==> config.mk <==
export PLATFORM = sky130hd
export DESIGN_NAME = irq_iack_resp
export DESIGN_NICKNAME = d
export VERILOG_FILES = /design/src/rtl/irq_iack_resp.sv
export SDC_FILE = /design/constraint.sdc
export NUM_CORES = 1
export LEC_CHECK = 0
export BUFFER_PORTS_ARGS = -buffer_cell sky130_fd_sc_hd__clkbuf_2
export CORE_MARGIN = 10
export CORE_UTILIZATION = 53
export CTS_CLUSTER_SIZE = 30
export DETAILED_ROUTE_END_ITERATION = 16
export GPL_TIMING_DRIVEN = 0
export PLACE_DENSITY = 0.87
export REMOVE_ABC_BUFFERS = 1
export SETUP_SLACK_MARGIN = 0.1
export SLEW_MARGIN = 40
export SYNTH_ARGS = -nofsm -noshare
export SYNTH_HDL_FRONTEND = slang
export SYNTH_SLANG_ARGS = --single-unit
==> constraint.sdc <==
create_clock -name CLK -period 1.7 [get_ports CLK]
set_input_delay 0.085 -clock CLK [delete_from_list [all_inputs] [get_ports CLK]]
set_output_delay 0.085 -clock CLK [all_outputs]
set_load 0.01 [all_outputs]
==> src/rtl/irq_iack_resp.sv <==
// irq_iack_resp: CPU-side interrupt qualifier and IACK responder.
// Two-sample filters the encoded IPL lines, masks them against the 68k SR
// mask, answers IACK cycles with an autovector or a spurious bus error, and
// optionally writes the acknowledge back to the video IRQ encoder.
module irq_iack_resp #(
  parameter int unsigned AUTO_ACK    = 0,
  parameter int unsigned CLR_TIMEOUT = 15
) (
  input  logic       CLK,
  input  logic       nRESET,
  input  logic       CLK_EN,
  input  logic       IPL0,
  input  logic       IPL1,
  input  logic [2:0] IMASK,
  input  logic       IACK_STB,
  input  logic [2:0] IACK_A,
  input  logic       IACK_END,
  output logic       INT_PEND,
  output logic [2:0] INT_LEVEL,
  output logic       nVPA,
  output logic       nBERR,
  output logic [7:0] VECTOR,
  output logic       WR_ACK,
  output logic [2:0] ACK_BITS
);

  localparam int unsigned CNT_W = (CLR_TIMEOUT < 2) ? 1 : $clog2(CLR_TIMEOUT);
  localparam logic [CNT_W-1:0] CNT_LAST =
    CNT_W'((CLR_TIMEOUT == 0) ? 0 : CLR_TIMEOUT - 1);

  typedef enum logic [2:0] {
    S_IDLE,
    S_IACK_AV,
    S_IACK_SP,
    S_ACKW,
    S_WAIT_CLR
  } state_t;

  state_t           state;
  logic [2:0]       raw;
  logic [2:0]       samp_a;
  logic [2:0]       samp_b;
  logic [2:0]       lvl_s;
  logic [2:0]       acked_level;
  logic [CNT_W-1:0] clr_cnt;
  logic             pend_d;

  // Decode the active-low encoded lines and qualify the stable level.
  always_comb begin
    raw    = {1'b0, ~IPL1, ~IPL0};
    pend_d = (lvl_s != 3'd0) && (lvl_s > IMASK) &&
             !((state == S_WAIT_CLR) && (lvl_s == acked_level));
  end

  // Two-deep sample pair; the stable level only follows two equal samples.
  always_ff @(posedge CLK or negedge nRESET) begin
    if (!nRESET) begin
      samp_a <= '0;
      samp_b <= '0;
      lvl_s  <= '0;
    end else begin
      if (CLK_EN) begin
        samp_a <= raw;
        samp_b <= samp_a;
      end
      if (samp_a == samp_b) lvl_s <= samp_a;
    end
  end

  // Registered pending flag and level presented to the CPU core.
  always_ff @(posedge CLK or negedge nRESET) begin
    if (!nRESET) begin
      INT_PEND  <= 1'b0;
      INT_LEVEL <= '0;
    end else begin
      INT_PEND  <= pend_d;
      INT_LEVEL <= pend_d ? lvl_s : 3'd0;
    end
  end

  // IACK response, acknowledge write and clear-wait sequencing.
  always_ff @(posedge CLK or negedge nRESET) begin
    if (!nRESET) begin
      state       <= S_IDLE;
      nVPA        <= 1'b1;
      nBERR       <= 1'b1;
      VECTOR      <= '0;
      WR_ACK      <= 1'b0;
      ACK_BITS    <= '0;
      acked_level <= '0;
      clr_cnt     <= '0;
    end else begin
      WR_ACK   <= 1'b0;
      ACK_BITS <= '0;
      case (state)
        S_IDLE: begin
          if (IACK_STB) begin
            // Compare against the registered INT_LEVEL the CPU actually saw.
            if ((IACK_A == INT_LEVEL) && (IACK_A != 3'd0)) begin
              state       <= S_IACK_AV;
              acked_level <= IACK_A;
              VECTOR      <= 8'h18 + {5'b0, IACK_A};
              nVPA        <= 1'b0;
            end else begin
              state  <= S_IACK_SP;
              VECTOR <= 8'h18;
              nBERR  <= 1'b0;
            end
          end
        end
        S_IACK_AV: begin
          if (IACK_END) begin
            nVPA  <= 1'b1;
            state <= (AUTO_ACK != 0) ? S_ACKW : S_IDLE;
          end
        end
        S_IACK_SP: begin
          if (IACK_END) begin
            nBERR <= 1'b1;
            state <= S_IDLE;
          end
        end
        S_ACKW: begin
          WR_ACK <= 1'b1;
          case (acked_level)
            3'd3:    ACK_BITS <= 3'b001;
            3'd2:    ACK_BITS <= 3'b010;
            3'd1:    ACK_BITS <= 3'b100;
            default: ACK_BITS <= 3'b000;
          endcase
          clr_cnt <= '0;
          state   <= S_WAIT_CLR;
        end
        S_WAIT_CLR: begin
          if (lvl_s != acked_level) begin
            state <= S_IDLE;
          end else if (CLK_EN) begin
            if (clr_cnt == CNT_LAST) state <= S_IDLE;
            else                     clr_cnt <= clr_cnt + 1'b1;
          end
        end
        default: state <= S_IDLE;
      endcase
    end
  end

endmodule

Word-level counts from Yosys, hierarchy flattened
Cells that the tools add are included.

Flip-flop bits (word level): 33. Bits of input ports: 13. Output and inout port bits: 18. Logic and storage cells: 82.

Add/subtract/negate cells: 2. Magnitude comparators: 1. Equal/unequal tests: 23. Muxes and demuxes: 23. Bitwise operators: 2. Reduce and logical (&&, ||, !) cells: 18.

Operator list (count): $mux 3 (6); $ne 2x2->1 const B (8); $reduce_and 4->1 (4); $eq 3x2->1 const B (4); $mux 4 (3); $pmux 3 s4 (1); $pmux 3 s3 (1); $pmux 4 s2 (1); $add 5x3->6 const A (1); $eq 3x1->1 const B (2); $mux 1 (6); $mux 6 (1); $reduce_bool 2->1 (3); $reduce_bool 3->1 (2); $add 4x1->4 const B (1); $eq 4x4->1 const B (1); $logic_and 1x1->1 (4); $mux 2 (2); $pmux 1 s2 (2); $eq 2x3->1 (1); $eq 3x2->1 (1); $eq 3x3->1 const B (1); $gt 2x3->1 (1); $logic_not 3->1 (1); other kinds (10) (11).

Logic depth before layout (Yosys ltp)
Gate-level depths: netlist (run 1).

Word-level depth: 5. Mapped depth: 6. Gate-level depth less buffers: 6.

Worst setup path before layout (run 1)
OpenSTA, ideal clock, no wires.

Path kind: register to register. From: register clr_cnt[0]. To: register clr_cnt[3]. Library setup time: 0.127 ns. Arrival time: 1.285 ns. Data required time: 1.573 ns. Slack: 0.288 ns. Stages on the path, launching flop included: 7. Path buffers: 0. Clock period less this slack: 1.412 ns. Cells stage by stage: dfrtp_1 -> inv_1 -> ha_1 -> a31oi_1 -> nand3_1 -> o211ai_1 -> nand3b_1.

Word-level cells in the longest chain between the ends: 5. Elaborated cells between the ends (all ways): 8. Classes of those cells: 1 x add/sub; 2 x eq/ne; 4 x mux; 1 x reduce/logical.

RTL lines: from (decl) (line 45) `logic [CNT_W-1:0] clr_cnt;`; from (signal assigned) (line 139) `else clr_cnt <= clr_cnt + 1'b1;`; $add 4x1->4 (line 139); $mux 4 (line 138) `if (clr_cnt == CNT_LAST) state <= S_IDLE;`; $mux 4 (line 137) `end else if (CLK_EN) begin`; $mux 4 (line 135) `if (lvl_s != acked_level) begin`; $pmux 4 s2 (line 95) `case (state)`.

Several ways; a longest one is shown, not always the timed one. The select of a mux whose other input is x is not followed. A chain may end at the register's enable or synchronous reset.

Worst setup path in the final report (run 1)
From: register clr_cnt[0]. To: register clr_cnt[1].

Same word-level chain as after synthesis.

==> results.md, run 1 <==
- CTS root buf: clkbuf_4
- Dpl ws: around 80 ps
- Outcome: complete, no violations
- Clock slew at reported path FFs: 90 ps
- Synth Instances: 136
- Largest net degree at the start of global routing: 30
- TritonCTS clock tree: yes
- WS Path Type: flip-flop to flip-flop
- Setup crit start kind: flip-flop
- Site row count: 18
- RSZ-0062 raised after global routing: false
- GR peak layer: met2
- Total CTS buffers: 5
- Longest Clk Path Bufs: 2
- Multi-input logic area: 646 um^2
- Mux cell area share after synthesis: approximately 3.2%
- Antenna violations before repair: 0
- Die width: 71.6 um
- CTS H-tree lvls: 2
- Fmax: 663 MHz
- Grt ovf: 0
- Synth Register Bits: 29
- Die area: 0.00512 mm^2
- Largest family of logic cells by synthesized area: simple AND/OR/NAND/NOR gates
- GR Util met1: 12.3%
- Vias in the first global route: 1,172
- HPWL after DPL: about 2.2 mm
- Area growth syn-to-layout: 18.8%
- Worst hold slack: 31.8 ps
- Finish-stage setup viols: 0
- YS warnings: 0
- Synth unique cells: 34
- Post-Synth Adder-Cell Area: 3.55%
- Peak fanout along the critical path: 5
- Max Cap Violations: 0
- Via count: 1,097
- Crit path cell chain: inv_1 > ha_1 > a31oi_2 > nand3_2 > buf_4 > o211ai_1
- Final setup TNS: 0 ps
- Drt via density: 5.40
- Async S/R FF share, synth: 100%
- Worst R2R Setup Slack: 190 ps
- Critical path origin: clr_cnt[0]
- Synth Area in Compound Gates: between 10% and 20%
- Final setup margin: 191 ps
- Seq/Total Area, Yosys: 51.6%
- GRT Total Usage: 11.8%
- Tcrit/Tclk final: 88.8%
- WP data required: slightly below 2000 ps
- Maximum vdd drop: 0.849 mV
- First-pass GRT wire length: 5.02 mm
- Top FF cell, synth: dfrtp_1
- Worst clock skew: 8.77 ps
- Hold Crit Class: primary input to flip-flop
- Synth Area in Simple Gates: 23.5%
- Met3 Use GR: 5.10%
- Routability-driven placement congestion ratio: 0.777
- DRT Pass-1 Iters: 4
- Placed insts: between 150 and 200
- # diodes: 0
- P_leak: 0.810 nW
- CTS sink count: 29
- Post-synth EDFFs: 0
- Critical R2R Launch: clr_cnt[0]
- Clock Latency Late Sink: around 330 ps
- Antenna viol nets, final: 0
- R2r worst-path depth: 6
- Final WL: roughly 3.0 mm
- Rel. slew slack: 51.9%
- Initial Utilization: 56.4%
- # fillers: 204
- I/O Pins: 31
- Synth Area per Inst: between 10 and 15 um^2
- Critical path's largest stage delay: 380 ps
- Final Hold Fails: 0
- Share of cells above drive strength 1: 27.7%
- Slowest cell on the critical path: dfrtp_1
- Post-synthesis instance area: 0.00141 mm^2
- Max-slew violations: 0
- Starting DRT DRC Count: 82
- DR DRC count: 0
- Port Buffers: 26
- Period minus WS final: ~1500 ps
- WL/cell: 14.7 um
- Reg2reg end: clr_cnt[1]
- Post-Synth XOR/XNOR Area: 3.11%
- Sequential cell area: 728 um^2
- Pwr Density: approximately 1300 mW/mm^2
- Crit path to: clr_cnt[1]
- Hold path depth: 2
- DIE HEIGHT: 71.6 um
- Arr. time, crit path: 1750 ps
- Core area: between 0.002 and 0.0025 mm^2
- Layout net count: 189
- Worst-margin pin slew: 722 ps
- M2 GR Usage: approximately a fifth
- Crit. End Element: flip-flop
- Finished Layout Cells: about 200
==> cell usage after synthesis, drive strengths merged, types with 2 or more instances <==
| library cell | instances | area (um^2) |
|---|---|---|
| dfrtp | 27 | 676 |
| nand2 | 13 | 48.8 |
| a21oi | 10 | 50.1 |
| nand3 | 10 | 50.1 |
| nor2 | 9 | 33.8 |
| inv | 6 | 22.5 |
| nand3b | 6 | 45.0 |
| and2 | 5 | 31.3 |
| buf | 5 | 37.5 |
| nand2b | 5 | 31.3 |
| ha | 4 | 50.1 |
| mux2 | 4 | 45.0 |
| xnor2 | 4 | 35.0 |
| nor3 | 3 | 20.0 |
| o211ai | 3 | 22.5 |
| o21ai | 3 | 15.0 |
| dfstp | 2 | 52.6 |
| nand4 | 2 | 12.5 |
| o22ai | 2 | 18.8 |
==> worst min path at each step <==
stage / to / slack, ps / from
floorplan: ACK_BITS[0] / -210 / nRESET
global placement: ACK_BITS[1] / 160 / nRESET
detailed placement: ACK_BITS[0] / 160 / nRESET
CTS: acked_level[0] / 40 / IACK_A[0]
global route: acked_level[0] / 20 / IACK_A[0]
finish: acked_level[0] / 30 / IACK_A[0]
==> sequential cells by signal (all words and copies together) (netlist names), 3 cells and up <==
| signal | flops |
|---|---|
| VECTOR | 4 |
| clr_cnt | 4 |
| ACK_BITS | 3 |
| acked_level | 3 |
| state | 3 |
==> metal layers <==
layer / up-vias / routed length [um] / share of wire (%)
li1: 535 / - / -
met4: 0 / 40 / 1.3
met3: 4 / 226 / 7.6
met1: 529 / 1240 / 41
met5: - / 0 / 0
met2: 29 / 1480 / 50
==> timing repair <==
item                                    CTS  global route
endpoints found under the setup margin    1             2
cloned                                    0             0
hold buffers                              3             0
resized for setup                         1             2
buffers inserted                          0             3
endpoints found under the hold margin    29             0
==> placed cells by master (no fill, tap or decap), drive strengths merged, types with 5 or more instances in the layout <==
master,count
clkbuf,34
dfrtp,27
nand2,13
a21oi,10
nand3,10
nor2,9
inv,6
nand3b,6
and2,5
nand2b,5
==> power by group <==
group / leakage (nW) / internal [mW] / switching, mW / total, mW
clock: 0.0326 / 0.204 / 0.232 / 0.436
sequential: 0.364 / 0.850 / 0.177 / 1.03
combinational: 0.414 / 0.321 / 0.358 / 0.680
total: 0.810 / 1.37 / 0.767 / 2.14
==> cell families after synthesis <==
logic type               Yosys count
buffers and inverters             12
AO/OA/AOI/OAI                     23
AND/OR/NAND/NOR                   58
flip-flops                        29
other                              1
adder cells (fa/ha/maj)            4
multiplexers                       4
XOR/XNOR                           5
==> through the flow <==
stage          cell area, um^2  power (mW)  utilization (%)
2_1_floorplan             1380        1.41                -
4_1_cts                   1640        2.06             65.7
3_5_place_dp              1550        1.61             61.9
6_report                  1680        2.14             67.0
3_3_place_gp              1550        1.55             61.9
5_1_grt                   1680        2.28             67.0
==> worst max-delay path, delay by kind of cell, from the launching register on <==
family | cells | cell delay, ps
adder cells (fa/ha/maj) | 1 | 230
flip-flops | 1 | 380
AO/OA/AOI/OAI | 2 | 410
AND/OR/NAND/NOR | 1 | 160
buffers and inverters | 2 | 260
==> cell type report <==
class	count	area share, %
Clock buffer	8	3.51
Inverter	6	1.34
Multi-Input combinational cell	98	38.5
Sequential cell	29	43.5
Tap cell	30	2.24
Timing Repair Buffer	32	10.9
Power figures use the tool's default switching activity.
==> run 2: changes to the inputs <==
--- a/config.mk
+++ b/config.mk
@@ -7,11 +7,12 @@
 export LEC_CHECK = 0
 export BUFFER_PORTS_ARGS = -buffer_cell sky130_fd_sc_hd__clkbuf_2
 export CORE_MARGIN = 10
-export CORE_UTILIZATION = 53
+export CORE_UTILIZATION = 55
+export CTS_BUF_LIST = sky130_fd_sc_hd__clkbuf_8
 export CTS_CLUSTER_SIZE = 30
 export DETAILED_ROUTE_END_ITERATION = 16
 export GPL_TIMING_DRIVEN = 0
-export PLACE_DENSITY = 0.87
+export PLACE_DENSITY = 0.9
 export REMOVE_ABC_BUFFERS = 1
 export SETUP_SLACK_MARGIN = 0.1
 export SLEW_MARGIN = 40
==> constraint.sdc (replaced) <==
create_clock -name CLK -period 1.7 [get_ports CLK]
set_input_delay 0.085 -clock CLK [delete_from_list [all_inputs] [get_ports CLK]]
set_output_delay 0.085 -clock CLK [all_outputs]
set_load 0.02 [all_outputs]
==> run 2 against run 1 <==
Net effect:
- first-iteration DRC count decreased by 20%
- sequential power about the same
- largest cell class unchanged
- routed wire length increased by 0.94%
- maximum frequency increased by 0.95%
- combinational power decreased by 3.1%
- worst hold slack improved by 41 ps
- utilization increased by 1.9 points
- cell count decreased by 0.49%
- flip-flop and latch count unchanged
- sequential share of layout area decreased by 0.45 points
==> results.md, run 2 (synthesis results as in run 1) <==
- Final setup TNS: 0 ps (unchanged)
- CTS root buf: clkbuf_8
- Combinational power share: 29.3% (-2.4 points)
- Antenna viol nets, final: 0 (unchanged)
- CTS sink count: 29 (unchanged)
- Site row count: 18 (unchanged)
- Outcome: complete, no violations
- Largest net degree at the start of global routing: 30 (unchanged)
- Crit. End Element: flip-flop
- Reg power frac: 46.2% (-1.7 points)
- Biggest regs: VECTOR (4), clr_cnt (4)
- Total CTS buffers: 5 (unchanged)
- DR DRC count: 0 (unchanged)
- Clock Latency Late Sink: 280 ps (-50 ps)
- Final WL: 3.02 mm (+0.94%)
- Crit path cell chain: inv_1 > ha_2 > a31oi_2 > nand3_2 > o211ai_1 > nand3b_1
- RSZ-0062 raised after global routing: false
- I/O Pins: 31 (unchanged)
- CTS H-tree lvls: 2 (unchanged)
- # diodes: 0 (unchanged)
- Most common cell after layout, fill and taps aside: dfrtp_1
- Setup crit start kind: flip-flop
- Clock slew at reported path FFs: 70 ps (-20 ps)
- Hold_sp: IACK_A[1]
- WP data required: 1870 ps (-80 ps)
- Core area: 0.00245 mm^2 (-1.8%)
- Vias in the first global route: 1,158 (-1.2%)
- Port Buffers: 26 (unchanged)
- Routability-driven placement congestion ratio: 0.818 (+5.3%)
- R2r worst-path depth: 6 (unchanged)
- Critical path's largest stage delay: 400 ps (+20 ps)
- Grt ovf: 0 (unchanged)
- Pwr Density: 1330 mW/mm^2 (+4.0%)
- Finish-stage setup viols: 0 (unchanged)
- Internal: 1.42 mW (+3.3%)
- CP bufs+invs: 1 (-1)
- Top delay family on crit path: compound AO/OA/AOI/OAI gates
- Net Switching: 0.830 mW (+8.2%)
- Arr. time, crit path: 1660 ps (-90 ps)
- Drt via density: 5.50 (+1.9%)
- Clk network pwr share: 24.5% (+4.2 points)
- Final setup margin: 205 ps (+14.2 ps)
- Hold path depth: 3 (+1)
- Share of cells above drive strength 1: 28.5% (+0.74 points)
- Sw frac: 36.9% (+1.1 points)
- First-pass GRT wire length: 4.98 mm (-0.84%)
- Initial Utilization: 57.4% (+1.0 points)
- Rel. slew slack: 53.6% (+1.8 points)
- Worst-margin pin slew: 695 ps (-26.9 ps)
- GRT Total Usage: 12.2% (+0.39 points)
- Max-slew violations: 0 (unchanged)
- Final Hold Fails: 0 (unchanged)
- Longest Clk Path Bufs: 2 (unchanged)
- WL/cell: 14.9 um (+1.4%)
- Reg2reg end: clr_cnt[3]
- Slowest cell on the critical path: dfrtp_1
- Worst R2R Setup Slack: 200 ps (about the same)
- Antenna violations before repair: 0 (unchanged)
- DRT Pass-1 Iters: 5 (+1)
- Fmax: 669 MHz (+0.95%)
- Die width: 70.6 um (-1.3%)
- Maximum vdd drop: 0.997 mV (+18%)
- Dpl ws: 89.8 ps (+9.99 ps)
- Critical R2R Launch: clr_cnt[0]
- Die area: 0.00499 mm^2 (-2.6%)
- TritonCTS clock tree: yes
- Starting DRT DRC Count: 66 (-20%)
- DIE HEIGHT: 70.6 um (-1.3%)
- Most frequent cells in the layout: dfrtp_1, clkbuf_2, nand2_1, a21oi_1
- Via count: 1,112 (+1.4%)
- P_leak: 0.816 nW (+0.68%)
- End of the worst hold path: VECTOR[1]
- Hold Crit Class: primary input to flip-flop
- Worst clock skew: 6.40 ps (-2.37 ps)
- Max Cap Violations: 0 (unchanged)
- HPWL after DPL: 2.15 mm (-0.12%)
- Period minus WS final: 1500 ps (-14.2 ps)
- Peak fanout along the critical path: 6 (+1)
- Area growth syn-to-layout: 20.1%
- WS Path Type: flip-flop to flip-flop
- Layout net count: 188 (-0.53%)
- Tcrit/Tclk final: 87.9% (-0.83 points)
[run 2: worst max path at each step]
stage,start,to,depth (start not counted)
2_1_floorplan,clr_cnt[0],clr_cnt[3],6
4_1_cts,clr_cnt[0],clr_cnt[3],6
3_5_place_dp,clr_cnt[0],clr_cnt[3],6
3_3_place_gp,clr_cnt[0],clr_cnt[3],6
6_report,clr_cnt[0],clr_cnt[3],6
5_1_grt,clr_cnt[0],clr_cnt[3],6
[run 2: area by class of cell]
| cell class | count | area, um^2 |
|---|---|---|
| Fill cell | 203 | 762 |
| Sequential cell | 29 | 728 |
| Multi-Input combinational cell | 98 | 643 |
| Timing Repair Buffer | 31 | 175 |
| Clock buffer | 5 | 68.8 |
| Tap cell | 30 | 37.5 |
| Inverter | 6 | 22.5 |
| Clock inverter | 3 | 17.5 |
[run 2: power groups by stage]
stage,Clock [mW],Sequential (mW),Combinational (mW)
finish,0.552,1.04,0.659
global route,0.600,1.07,0.744
CTS,0.558,1.03,0.627
detailed placement,0,1.04,0.600
global placement,0,1.02,0.562
floorplan,0,1.05,0.392
[run 2: repair_timing]
| action | CTS | global route |
|---|---|---|
| pin swaps | 0 | 3 |
| setup buffers | 0 | 2 |
| setup endpoints to repair | 1 | 5 |
| hold buffers | 3 | 0 |
| gates resized for setup | 1 | 2 |
| hold endpoints to repair | 29 | 0 |
[run 2: per-stage QoR]
step                hold WS (ps)  power (mW)  cells  util, %  cell area (um^2)
floorplan                   -211        1.45    133        -              1380
global placement             152        1.59    189     63.0              1550
detailed placement           158        1.64    189     63.0              1550
CTS                         65.9        2.22    200     68.0              1670
global route                66.3        2.41    202     69.0              1690
finish                      72.4        2.25    202     69.0              1690
[run 2: per-layer routing]
metal / up-vias / global-route usage, % / routed length [um] / part of all wire, %
li1: 535 / - / - / -
met5: - / 0 / 0 / 0
met3: 4 / 6.83 / 278 / 9.2
met4: 0 / 4.52 / 29 / 0.96
met1: 536 / 11.8 / 1160 / 38
met2: 37 / 21.3 / 1550 / 51
[run 2: tightest hold or removal path, stage by stage]
cell	delay, ps
clkbuf_2	120
nand3_1	70
nand2_1	50
==> run 3: changes to the inputs <==
--- a/config.mk
+++ b/config.mk
@@ -13,7 +13,6 @@
 export DETAILED_ROUTE_END_ITERATION = 16
 export GPL_TIMING_DRIVEN = 0
 export PLACE_DENSITY = 0.9
-export REMOVE_ABC_BUFFERS = 1
 export SETUP_SLACK_MARGIN = 0.1
 export SLEW_MARGIN = 40
 export SYNTH_ARGS = -nofsm -noshare
==> run 3 against run 2 <==
Net effect:
- count of clock-buffer cells in the layout did not move
- largest power group unchanged
- routed wire length up 2.3%
- non-clock buffer count is 8 higher
- sequential share of layout area shrank 1.2 points
- via count rose by 3.2%
- flip-flop and latch count unchanged
- clock skew fell by 2.6 ps
- global-route usage rose by 0.65 points
- largest cell class unchanged
- first-iteration DRC count shrank 4.5%
- setup slack improved by 14 ps
- register-to-register slack about the same
==> results.md, run 3 (synthesis results as in run 1) <==
- Outcome: complete, no violations
- WS Path Type: flip-flop to flip-flop
- Period minus WS final: 1480 ps (-14.3 ps)
- Crit. End Element: flip-flop
- Port Buffers: 26 (unchanged)
- Final setup TNS: 0 ps (unchanged)
- Layout net count: 196 (+4.3%)
- Maximum vdd drop: 0.929 mV (-6.9%)
- Finished Layout Cells: 210 (+4.0%)
- Most common cell after layout, fill and taps aside: dfrtp_1
- Clock slew at reported path FFs: 60 ps (about the same)
- Vias in the first global route: 1,161 (+0.26%)
- Multi-input logic area: 641 um^2 (-0.39%)
- Final WL: 3.09 mm (+2.3%)
- I/O Pins: 31 (unchanged)
- Biggest regs: VECTOR (4), clr_cnt (4)
- Tcrit/Tclk final: 87.1% (-0.84 points)
- Drt via density: 5.47 (-0.70%)
- Worst clock skew: 3.78 ps (-2.61 ps)
- Reg power frac: 46.2% (about the same)
- Internal: 1.42 mW (about the same)
- First-pass GRT wire length: 5.13 mm (+2.9%)
- Finish-stage setup viols: 0 (unchanged)
- Final Hold Fails: 0 (unchanged)
- Sequential cell area: 728 um^2 (unchanged)
- DR DRC count: 0 (unchanged)
- TritonCTS clock tree: yes
- RSZ-0062 raised after global routing: false
- Pwr Density: 1290 mW/mm^2 (-3.0%)
- Setup crit start kind: flip-flop
- GRT Total Usage: 12.8% (+0.65 points)
- Clk network pwr share: 24.0% (-0.5 points)
- Peak fanout along the critical path: 6 (unchanged)
- CTS sink count: 29 (unchanged)
- Total CTS buffers: 5 (unchanged)
- Antenna viol nets, final: 0 (unchanged)
- Die area: 0.00499 mm^2 (unchanged)
- Core area: 0.00245 mm^2 (unchanged)
- DRT Pass-1 Iters: 6 (+1)
- Combinational power share: 29.8% (+0.5 points)
- CTS H-tree lvls: 2 (unchanged)
- Sw frac: 36.8% (-0.054 points)
- Via count: 1,148 (+3.2%)
- HPWL after DPL: 2.21 mm (+2.7%)
- Starting DRT DRC Count: 63 (-4.5%)
- CTS root buf: clkbuf_8
- Worst-margin pin slew: 697 ps (+1.37 ps)
- Most frequent cells in the layout: dfrtp_1, clkbuf_2, nand2_1, a21oi_1
- # diodes: 0 (unchanged)
- # fillers: 193 (-4.9%)
- Largest net degree at the start of global routing: 30 (unchanged)
- Placed insts: 195 (+3.2%)
- Site row count: 18 (unchanged)
- Longest Clk Path Bufs: 2 (unchanged)
- Max Cap Violations: 0 (unchanged)
- Arr. time, crit path: 1650 ps (about the same)
- DIE HEIGHT: 70.6 um (unchanged)
- Share of cells above drive strength 1: 30.0% (+1.5 points)
- Rel. slew slack: 53.6% (-0.091 points)
- P_leak: 0.861 nW (+5.5%)
- Hold Crit Class: primary input to flip-flop
- Die width: 70.6 um (unchanged)
- WL/cell: 14.7 um (-1.6%)
- Clock Latency Late Sink: 290 ps (about the same)
- Routability-driven placement congestion ratio: 0.831 (+1.6%)
- Net Switching: 0.827 mW (-0.33%)
- Max-slew violations: 0 (unchanged)
- WP data required: 1870 ps (about the same)
- Worst hold slack: 73.7 ps (+1.31 ps)
- Grt ovf: 0 (unchanged)
- Initial Utilization: 57.4% (unchanged)
- Antenna violations before repair: 0 (unchanged)
- Fmax: 675 MHz (+0.97%)
- Area growth syn-to-layout: 23.6%
run 3: final cells by class:
cell class	count	share of cell area [%]
inverter	6	1.29
sequential	29	41.8
clock inverter	3	0.790
clock buffer	5	3.95
buffer	6	2.37
timing repair buffer	33	10.9
tap	30	2.15
multi-input combinational	98	36.8
run 3: worst max-delay path, stage by stage, from the launching register on:
cell      delay (ps)
dfrtp_1          420
ha_1             230
a31oi_2          220
nand3_2          170
o211ai_1         230
nand3b_1          90
run 3: repair_timing:
item / in CTS / in global routing
resized for setup: 0 / 2
buffers inserted: 0 / 4
endpoints found under the hold margin: 29 / 0
hold buffers: 3 / 0
setup endpoints to repair: 0 / 6
run 3: power groups by stage:
stage	Clock (mW)	Sequential, mW	Combinational (mW)
floorplan	0	1.05	0.402
global placement	0	1.02	0.571
detailed placement	0	1.05	0.608
CTS	0.557	1.04	0.620
global route	0.600	1.06	0.761
finish	0.540	1.04	0.669
run 3: final timing paths:
| check | from | to | slack [ps] | cells past startpoint |
|---|---|---|---|---|
| max | clr_cnt[1] | clr_cnt[3] | 220 | 5 |
| min | IACK_A[0] | acked_level[0] | 70 | 2 |
| max reg2reg | clr_cnt[1] | clr_cnt[3] | 220 | 5 |
| min reg2reg | VECTOR[0] | VECTOR[0] | 490 | 2 |
| max in group asynchronous | nRESET | state[2] | 870 | 2 |
| min in group asynchronous | nRESET | INT_PEND | 380 | 2 |
run 3: metal layers:
layer  vias up  share of wire [%]  GRT usage (%)
met4         0                2.0           6.24
met3         8                9.0           8.09
met2        30                 52           21.9
met5         -                  0              0
met1       556                 37           11.8
li1        554                  -              -
run 3: metrics by stage:
stage | utilization (%) | setup WS, ps | total power [mW] | cell area (um^2)
finish | 71.0 | 219 | 2.25 | 1740
floorplan | - | 288 | 1.46 | 1420
global route | 71.0 | 107 | 2.42 | 1740
CTS | 69.3 | 114 | 2.21 | 1700
detailed placement | 64.7 | 128 | 1.66 | 1590
global placement | 64.7 | 196 | 1.60 | 1590
